===== config.mk =====
export PLATFORM = sky130hd
export DESIGN_NAME = multu_hilo
export DESIGN_NICKNAME = d
export VERILOG_FILES = /design/src/rtl/multu_hilo_pkg.sv /design/src/rtl/multu_hilo_mult_step.sv /design/src/rtl/multu_hilo.sv
export SDC_FILE = /design/constraint.sdc
export NUM_CORES = 1
export LEC_CHECK = 0
export CORE_ASPECT_RATIO = 0.6
export CORE_MARGIN = 10
export CORE_UTILIZATION = 35
export CTS_CLUSTER_DIAMETER = 200
export DETAILED_ROUTE_END_ITERATION = 10
export PLACE_DENSITY = 0.58
export SETUP_SLACK_MARGIN = 0.02
export SYNTH_ARGS = -nofsm -noshare
export SYNTH_HDL_FRONTEND = slang
export SYNTH_HIERARCHICAL = 1
export SYNTH_SLANG_ARGS = --single-unit

===== constraint.sdc =====
create_clock -name clk -period 3.48 [get_ports clk]
set_input_delay 0.348 -clock clk [delete_from_list [all_inputs] [get_ports clk]]
set_output_delay 0.348 -clock clk [all_outputs]
set_load 0.005 [all_outputs]

===== src/rtl/multu_hilo_pkg.sv =====
// Shared definitions for the MULTU/HI/LO unit: the control codes coming from
// the ALU control stage and the sequencer state encoding.
package multu_hilo_pkg;

  localparam logic [5:0] SIG_MULTU   = 6'b011001;
  localparam logic [5:0] SIG_HILO_WR = 6'b111111;
  localparam logic [5:0] SIG_MFHI    = 6'b010000;
  localparam logic [5:0] SIG_MFLO    = 6'b010010;

  typedef enum logic [1:0] {
    ST_IDLE = 2'd0,
    ST_RUN  = 2'd1,
    ST_DONE = 2'd2
  } state_e;

  // Decides the value the read port should present for a given control code.
  function automatic logic [1:0] read_sel(input logic [5:0] sig);
    logic [1:0] sel;
    sel = 2'b00;
    if (sig == SIG_MFHI) sel = 2'b01;
    else if (sig == SIG_MFLO) sel = 2'b10;
    return sel;
  endfunction

endpackage


===== src/rtl/multu_hilo_mult_step.sv =====
// One shift-add step of the unsigned multiplier. The upper half of the
// partial product accumulates the multiplicand when the current multiplier
// bit (prod[0]) is set; the 33-bit sum shifts right together with the lower
// half, so the carry out of the add lands in the top bit and is never lost.
module mult_step #(
  parameter int WIDTH = 32
) (
  input  logic [2*WIDTH-1:0] prod_i,
  input  logic [WIDTH-1:0]   mcand_i,
  output logic [2*WIDTH-1:0] prod_o
);

  logic [WIDTH-1:0] addend;
  logic [WIDTH:0]   sum;

  // Conditional add of the multiplicand followed by the right shift.
  always_comb begin
    addend = prod_i[0] ? mcand_i : '0;
    sum    = {1'b0, prod_i[2*WIDTH-1:WIDTH]} + {1'b0, addend};
    prod_o = {sum, prod_i[WIDTH-1:1]};
  end

endmodule


===== src/rtl/multu_hilo.sv =====
// Sequential unsigned multiplier with HI/LO result registers. A MULTU code
// loads the operands and starts a self-timed run of WIDTH shift-add steps;
// the finished product is only committed to HI/LO once the HiLo-open code has
// been seen (either during the run, remembered in pend, or while waiting in
// DONE). MFHI/MFLO read the committed HI/LO through a registered port.
module multu_hilo
  import multu_hilo_pkg::*;
#(
  parameter int WIDTH = 32,
  parameter int CNT_W = 6
) (
  input  logic             clk,
  input  logic             reset,
  input  logic [5:0]       Signal,
  input  logic [WIDTH-1:0] dataA,
  input  logic [WIDTH-1:0] dataB,
  output logic             busy,
  output logic             done,
  output logic             hilo_vld,
  output logic [WIDTH-1:0] hi,
  output logic [WIDTH-1:0] lo,
  output logic [WIDTH-1:0] dataOut
);

  localparam logic [CNT_W-1:0] LAST_STEP = CNT_W'(WIDTH - 1);

  state_e               state_q, state_d;
  logic [2*WIDTH-1:0]   prod_q, prod_d;
  logic [WIDTH-1:0]     mcand_q, mcand_d;
  logic [CNT_W-1:0]     cnt_q, cnt_d;
  logic                 pend_q, pend_d;
  logic [WIDTH-1:0]     hi_q, hi_d;
  logic [WIDTH-1:0]     lo_q, lo_d;
  logic                 done_q, done_d;
  logic                 vld_q, vld_d;
  logic [WIDTH-1:0]     data_out_q, data_out_d;
  logic [2*WIDTH-1:0]   step_prod;

  mult_step #(
    .WIDTH (WIDTH)
  ) u_step (
    .prod_i  (prod_q),
    .mcand_i (mcand_q),
    .prod_o  (step_prod)
  );

  // Next-state logic: sequencer, step counter, commit of HI/LO and read port.
  always_comb begin
    state_d    = state_q;
    prod_d     = prod_q;
    mcand_d    = mcand_q;
    cnt_d      = cnt_q;
    pend_d     = pend_q;
    hi_d       = hi_q;
    lo_d       = lo_q;
    done_d     = 1'b0;
    vld_d      = vld_q;

    // Reads see the committed registers, so a same-edge commit returns old data.
    unique case (read_sel(Signal))
      2'b01:   data_out_d = hi_q;
      2'b10:   data_out_d = lo_q;
      default: data_out_d = '0;
    endcase

    unique case (state_q)
      ST_IDLE: begin
        if (Signal == SIG_MULTU) begin
          mcand_d = dataA;
          prod_d  = {{WIDTH{1'b0}}, dataB};
          cnt_d   = '0;
          pend_d  = 1'b0;
          state_d = ST_RUN;
        end
      end
      ST_RUN: begin
        prod_d = step_prod;
        cnt_d  = cnt_q + CNT_W'(1);
        if (Signal == SIG_HILO_WR) pend_d = 1'b1;
        if (cnt_q == LAST_STEP) state_d = ST_DONE;
      end
      ST_DONE: begin
        if (pend_q || (Signal == SIG_HILO_WR)) begin
          hi_d    = prod_q[2*WIDTH-1:WIDTH];
          lo_d    = prod_q[WIDTH-1:0];
          done_d  = 1'b1;
          vld_d   = 1'b1;
          pend_d  = 1'b0;
          state_d = ST_IDLE;
        end else if (Signal == SIG_MULTU) begin
          mcand_d = dataA;
          prod_d  = {{WIDTH{1'b0}}, dataB};
          cnt_d   = '0;
          pend_d  = 1'b0;
          state_d = ST_RUN;
        end
      end
      default: state_d = ST_IDLE;
    endcase
  end

  // State register with synchronous reset; a reset mid-run simply abandons it.
  always_ff @(posedge clk) begin
    if (reset) begin
      state_q    <= ST_IDLE;
      prod_q     <= '0;
      mcand_q    <= '0;
      cnt_q      <= '0;
      pend_q     <= 1'b0;
      hi_q       <= '0;
      lo_q       <= '0;
      done_q     <= 1'b0;
      vld_q      <= 1'b0;
      data_out_q <= '0;
    end else begin
      state_q    <= state_d;
      prod_q     <= prod_d;
      mcand_q    <= mcand_d;
      cnt_q      <= cnt_d;
      pend_q     <= pend_d;
      hi_q       <= hi_d;
      lo_q       <= lo_d;
      done_q     <= done_d;
      vld_q      <= vld_d;
      data_out_q <= data_out_d;
    end
  end

  assign busy     = (state_q == ST_RUN);
  assign done     = done_q;
  assign hilo_vld = vld_q;
  assign hi       = hi_q;
  assign lo       = lo_q;
  assign dataOut  = data_out_q;

endmodule


**Yosys cells after proc, flatten, opt, wreduce, memory -nomap -nowiden**

Cells that the tools add are included.

- Bits in registers: 203
- Logic and storage cells: 56

- Add/subtract/negate cells: 2
- Eq/ne operators: 12
- Mux-type cells: 22
- Bitwise operators: 1
- Reduce and logical (&&, ||, !) cells: 9

Operators with widths:

| cell | number |
|---|---|
| $pmux 64 s3 | 1 |
| $mux 64 | 2 |
| $pmux 32 s2 | 2 |
| $mux 32 | 3 |
| $add 32x32->33 | 1 |
| $eq 6x5->1 const B | 4 |
| $pmux 6 s3 | 1 |
| $mux 6 | 2 |
| $mux 2 | 5 |
| $reduce_and 2->1 | 4 |
| $add 6x1->6 const B | 1 |
| $eq 6x6->1 const B | 1 |
| $pmux 2 s3 | 1 |
| $eq 2x1->1 const B | 2 |
| $eq 2x2->1 const B | 2 |
| $mux 1 | 4 |
| $ne 2x1->1 const B | 2 |
| $pmux 1 s3 | 1 |
| $reduce_bool 3->1 | 1 |
| $logic_not 2->1 | 1 |
| $ne 2x2->1 const B | 1 |
| $reduce_bool 2->1 | 1 |
| $reduce_or 2->1 | 1 |
| $logic_or 1x1->1 | 1 |
| $not 1->1 | 1 |

**Logic depth before layout (Yosys ltp)**

- Word-level depth: 5
- Gate-level depth with buffers: 12
- Depth with buffers taken out: 11

**Hierarchy**

The synthesis kept the hierarchy.

Modules (own cells, without submodules):

| module | instances | cells an instance | area each (um^2) | seq. area each (um^2) |
|---|---|---|---|---|
| multu_hilo | 1 | 916 | 8013.9 | 4063.9 |
| mult_step | 1 | 353 | 2428.6 | 0.0 |

**Worst setup path before layout**

Ideal clock, no wire load.

- Path kind: register to register
- Start point: register prod_q[0]
- End point: register prod_q[55]
- Arrival: 2687 ps
- Required time: 3348 ps
- Setup slack: 661 ps
- Cell stages (with the launch flop): 12
- Clock period less this slack: 2819 ps
- Path through: dfxtp_1 -> and2_1 -> ha_1 -> fa_1 -> a211oi_2 -> o211ai_2 -> a2111oi_4 -> nor3b_2 -> or4_1 -> o311a_1 -> nand2_1 -> a21oi_1

- Word-level cells in the longest chain between the ends: 3

Ends and longest elaborated chain:

| element | line | source |
|---|---|---|
| from (decl) | multu_hilo.sv:28 | `logic [2*WIDTH-1:0] prod_q, prod_d;` |
| from (signal assigned) | multu_hilo.sv:117 | `prod_q <= prod_d;` |
| $mux 32 | multu_hilo_mult_step.sv:18 | `addend = prod_i[0] ? mcand_i : '0;` |
| $add 32x32->33 | multu_hilo_mult_step.sv:19 | `sum = {1'b0, prod_i[2*WIDTH-1:WIDTH]} + {1'b0, addend};` |
| net step_prod[55] | multu_hilo.sv:37 | `logic [2*WIDTH-1:0] step_prod;` |
| $pmux 64 s3 | multu_hilo.sv:66 | `unique case (state_q)` |

The timed path passes the listed nets, and every way through them passes these cells.
A chain may end at the register's enable or synchronous reset.

**Final worst setup path**

- Start point: register prod_q[0]
- End point: register prod_q[59]

The elaborated chain is that of the path after synthesis.

==> results.yml <==
sta:
  setup_tns_ns: 0
  skew_ns: 0.00866
  fin_worst_hold_slack_ns: 0.289
  post-route-period-util_pct: 90.0
  slew_headroom_pct: 37.8
  rsz0062_at_grt: "no"
  max_freq_ghz: 0.319
  finalSetupViolCount: 0
  drv_slew: 0
  hold_violations: 0
  worstMarginPinSlew_ns: 0.933
  finalCriticalPeriod_ns: 3.13
synth:
  yosys-top-cells-count: "207 x a21oi_1, 203 x dfxtp_1, 152 x o21ai_0, 112 x nand3_1, 68 x clkbuf_1"
  yosys.area.top_type: "dfxtp_1"
  synth_seq_cells: 203
  synthMostInstantiatedCell: "a21oi_1"
  yosys.area.top_type_share_pct: 38.9
  async_flop_share_pct: 0
  synth_edf_count: 0
  yosysWarnings: 6
  syn_inst: 1269
  synthesis.nets: 1379
  synth-seq-area-share_pct: 38.9
  synthTopCellsByArea: "dfxtp_1 39%, a21oi_1 9.9%, o21ai_0 7.3%"
  ys.flop_type: "dfxtp_1"
  syn-cell-area_sq_mm: 0.0104
  avgSynthCellArea_sq_um: 8.23
  ys_types: 66
route:
  drt-total-wl_mm: 36.0
  drc: 0
  dr.pass1.iters: 5
  drt_iter0_drc: 894
  avgRoutedWirePerCell_um: 20.3
  num_vias: 9816
  vias_per_cell: 5.54
  ant_nets: 0
floorplan:
  start_util_pct: 35.9
  rows: 48
  num_io_pins: 171
  core_sq_mm: 0.0291
  die_h_um: 154
  die_x_um: 243
  die-area_sq_mm: 0.0374
grt:
  track_usage_pct: 18.5
  overflow: 0
  first_global_vias: 9437
  antenna_found_initial: 0
  grt_util_met3_pct: 5.47
  top_usage_layer: "met2"
  met2_usage_pct: 26.7
  grt_pass1_wl_mm: 56.5
  grt_max_degree: 85
  use_met1_pct: 26.6
clocking:
  clkLatencyLatePin_ns: 0.52
  cts_buffer_depth: 3
  cts_tree: "built"
  cts_resized: 0
  ctsHoldBuffers: 0
  numClockSinks: 203
  clk_pin_slew_ns: 0.06
  numCtsBuffers: 22
  ctsHtreeMaxLevel: 1
  cts_root_buffer: "clkbuf_16"
worst_setup_path:
  worstPathArrival_ns: 3.58
  rr_startpoint: "prod_q[0]"
  worst_setup_path_end_kind: "flop"
  reg2reg_slack_ns: 0.35
  crit_end: "prod_q[59]"
  cp.required_ns: 3.92
  ff2ff_path_depth: 11
  cp-startpoint: "prod_q[0]"
  path_class: "flop to flop"
  r2r_end: "prod_q[59]"
  cp-start-kind: "flop"
  cp_max_fo: 33
final_layout:
  multi_input_area_sq_mm: 0.00567
  diodes: 0
  fill_cells: 2895
  drive_above_1_share_pct: 7.08
  final_nets: 1467
  syn2layout_area_growth_pct: 25.2
  seq_area_sq_mm: 0.00406
pwr:
  power_density_mw_per_mm2: 394
  p_leak_nw: 4.54
  peakVddDrop_mv: 0.282
flow_run:
  max_cap_viol_count: 0
placement:
  gp_congestion: 0.907
  portBuffers: 170
  dp_hpwl_mm: 25.3
status:
  status: "completed"
worst_hold_path:
  min_path_type: "primary input to flop"
[worst min path at each step]
stage | startpoint | to | slack [ns] | cells past startpoint
after floorplan | cnt_q[5] | cnt_q[5] | 0.44 | 2
after global placement | hilo_vld | hilo_vld | 0.45 | 2
after detailed placement | hilo_vld | hilo_vld | 0.46 | 2
after CTS | reset | hi[20] | 0.28 | 2
after global routing | reset | hi[20] | 0.30 | 2
final | reset | lo[18] | 0.29 | 2
[state kept, by name, indices dropped and copies added (netlist names)]
signal / count
hilo_vld: 1
lo: 32
done: 1
state_q: 2
prod_q: 64
mcand_q: 32
cnt_q: 6
dataOut: 32
pend_q: 1
hi: 32
[area by class of cell]
type	count	share of cell area, %
multi-input cells	912	43.4
clock buffers	28	4.78
flip-flops and latches	203	31.1
inverters	16	0.460
repair buffers	202	15.2
clock inverters	10	1.24
well taps	400	3.83
[layout by cell type (no fill, tap or decap), types with 3 or more instances in the layout]
cell type / synthesis / layout
or2_2: 5 / 5
a311oi_1: 3 / 3
nor3_1: 7 / 7
bufinv_16: 0 / 4
nand4b_1: 5 / 5
o21ai_0: 152 / 152
buf_4: 31 / 29
or4_1: 6 / 6
a211oi_1: 37 / 37
nand4_1: 5 / 5
o31ai_1: 6 / 6
a21oi_1: 207 / 205
nand3b_1: 3 / 3
nor2_1: 60 / 59
o211ai_1: 5 / 5
xnor2_1: 17 / 17
o311a_1: 4 / 4
nand3_1: 112 / 112
inv_1: 16 / 15
and3_1: 5 / 5
ha_1: 37 / 35
and2_1: 37 / 37
nor4_1: 3 / 3
dfxtp_1: 203 / 203
clkbuf_8: 0 / 3
clkbuf_16: 0 / 23
nand2b_1: 3 / 3
mux2i_1: 65 / 65
clkdlybuf4s50_1: 0 / 168
xor2_1: 5 / 5
nand2_1: 57 / 57
buf_12: 0 / 4
a21o_1: 18 / 17
or3_1: 3 / 3
[worst max-delay path: stages (launching register included)]
cell and delay [ns]:
dfxtp_1 0.31, buf_4 0.24, and2_1 0.22, fa_1 0.48, a211oi_2 0.32, o211ai_2 0.14, a2111oi_4 0.42, nor3b_2 0.16
o311a_1 0.30, a311oi_1 0.22, nand2_1 0.09, a21oi_1 0.15
[routing by layer]
| metal | vias up | part of all wire, % |
|---|---|---|
| met1 | 4750 | 50 |
| met3 | 38 | 7.3 |
| met5 | - | 0 |
| li1 | 4733 | - |
| met2 | 295 | 41 |
| met4 | 0 | 1.6 |
[where the power goes]
part	leakage (nW)	switching (mW)	internal (mW)
registers	1.64	0.00988	2.34
clock network	0.381	1.02	1.57
logic	2.52	0.111	0.107
[per-stage QoR]
| step | utilization, % | worst slack, ns | cells | total power, mW | area, sq um |
|---|---|---|---|---|---|
| floorplan | - | 0.661 | 1269 | 2.51 | 10400 |
| global placement | 42.3 | 0.392 | 1733 | 2.61 | 12300 |
| detailed placement | 42.3 | 0.360 | 1733 | 2.61 | 12300 |
| CTS | 45.0 | 0.332 | 1771 | 5.20 | 13100 |
| global route | 45.0 | 0.0511 | 1771 | 5.31 | 13100 |
| finish | 45.0 | 0.348 | 1771 | 5.16 | 13100 |
[cell families (layout without fill, tap and decap cells)]
kind of cell	count (synthesis)	after routing	share of synthesized area [%]
XOR/XNOR	22	22	1.85
multiplexers	66	66	6.34
adder cells (fa/ha/maj)	38	38	4.62
buffers and inverters	154	256	7.12
flip-flops	203	203	38.9
AND/OR/NAND/NOR	319	319	15.3
AO/OA/AOI/OAI	467	467	25.9
[what timing repair did]
action	CTS	global route
setup buffers	0	0
hold endpoints to repair	0	0
setup endpoints to repair	0	1
Power figures use the tool's default switching activity.
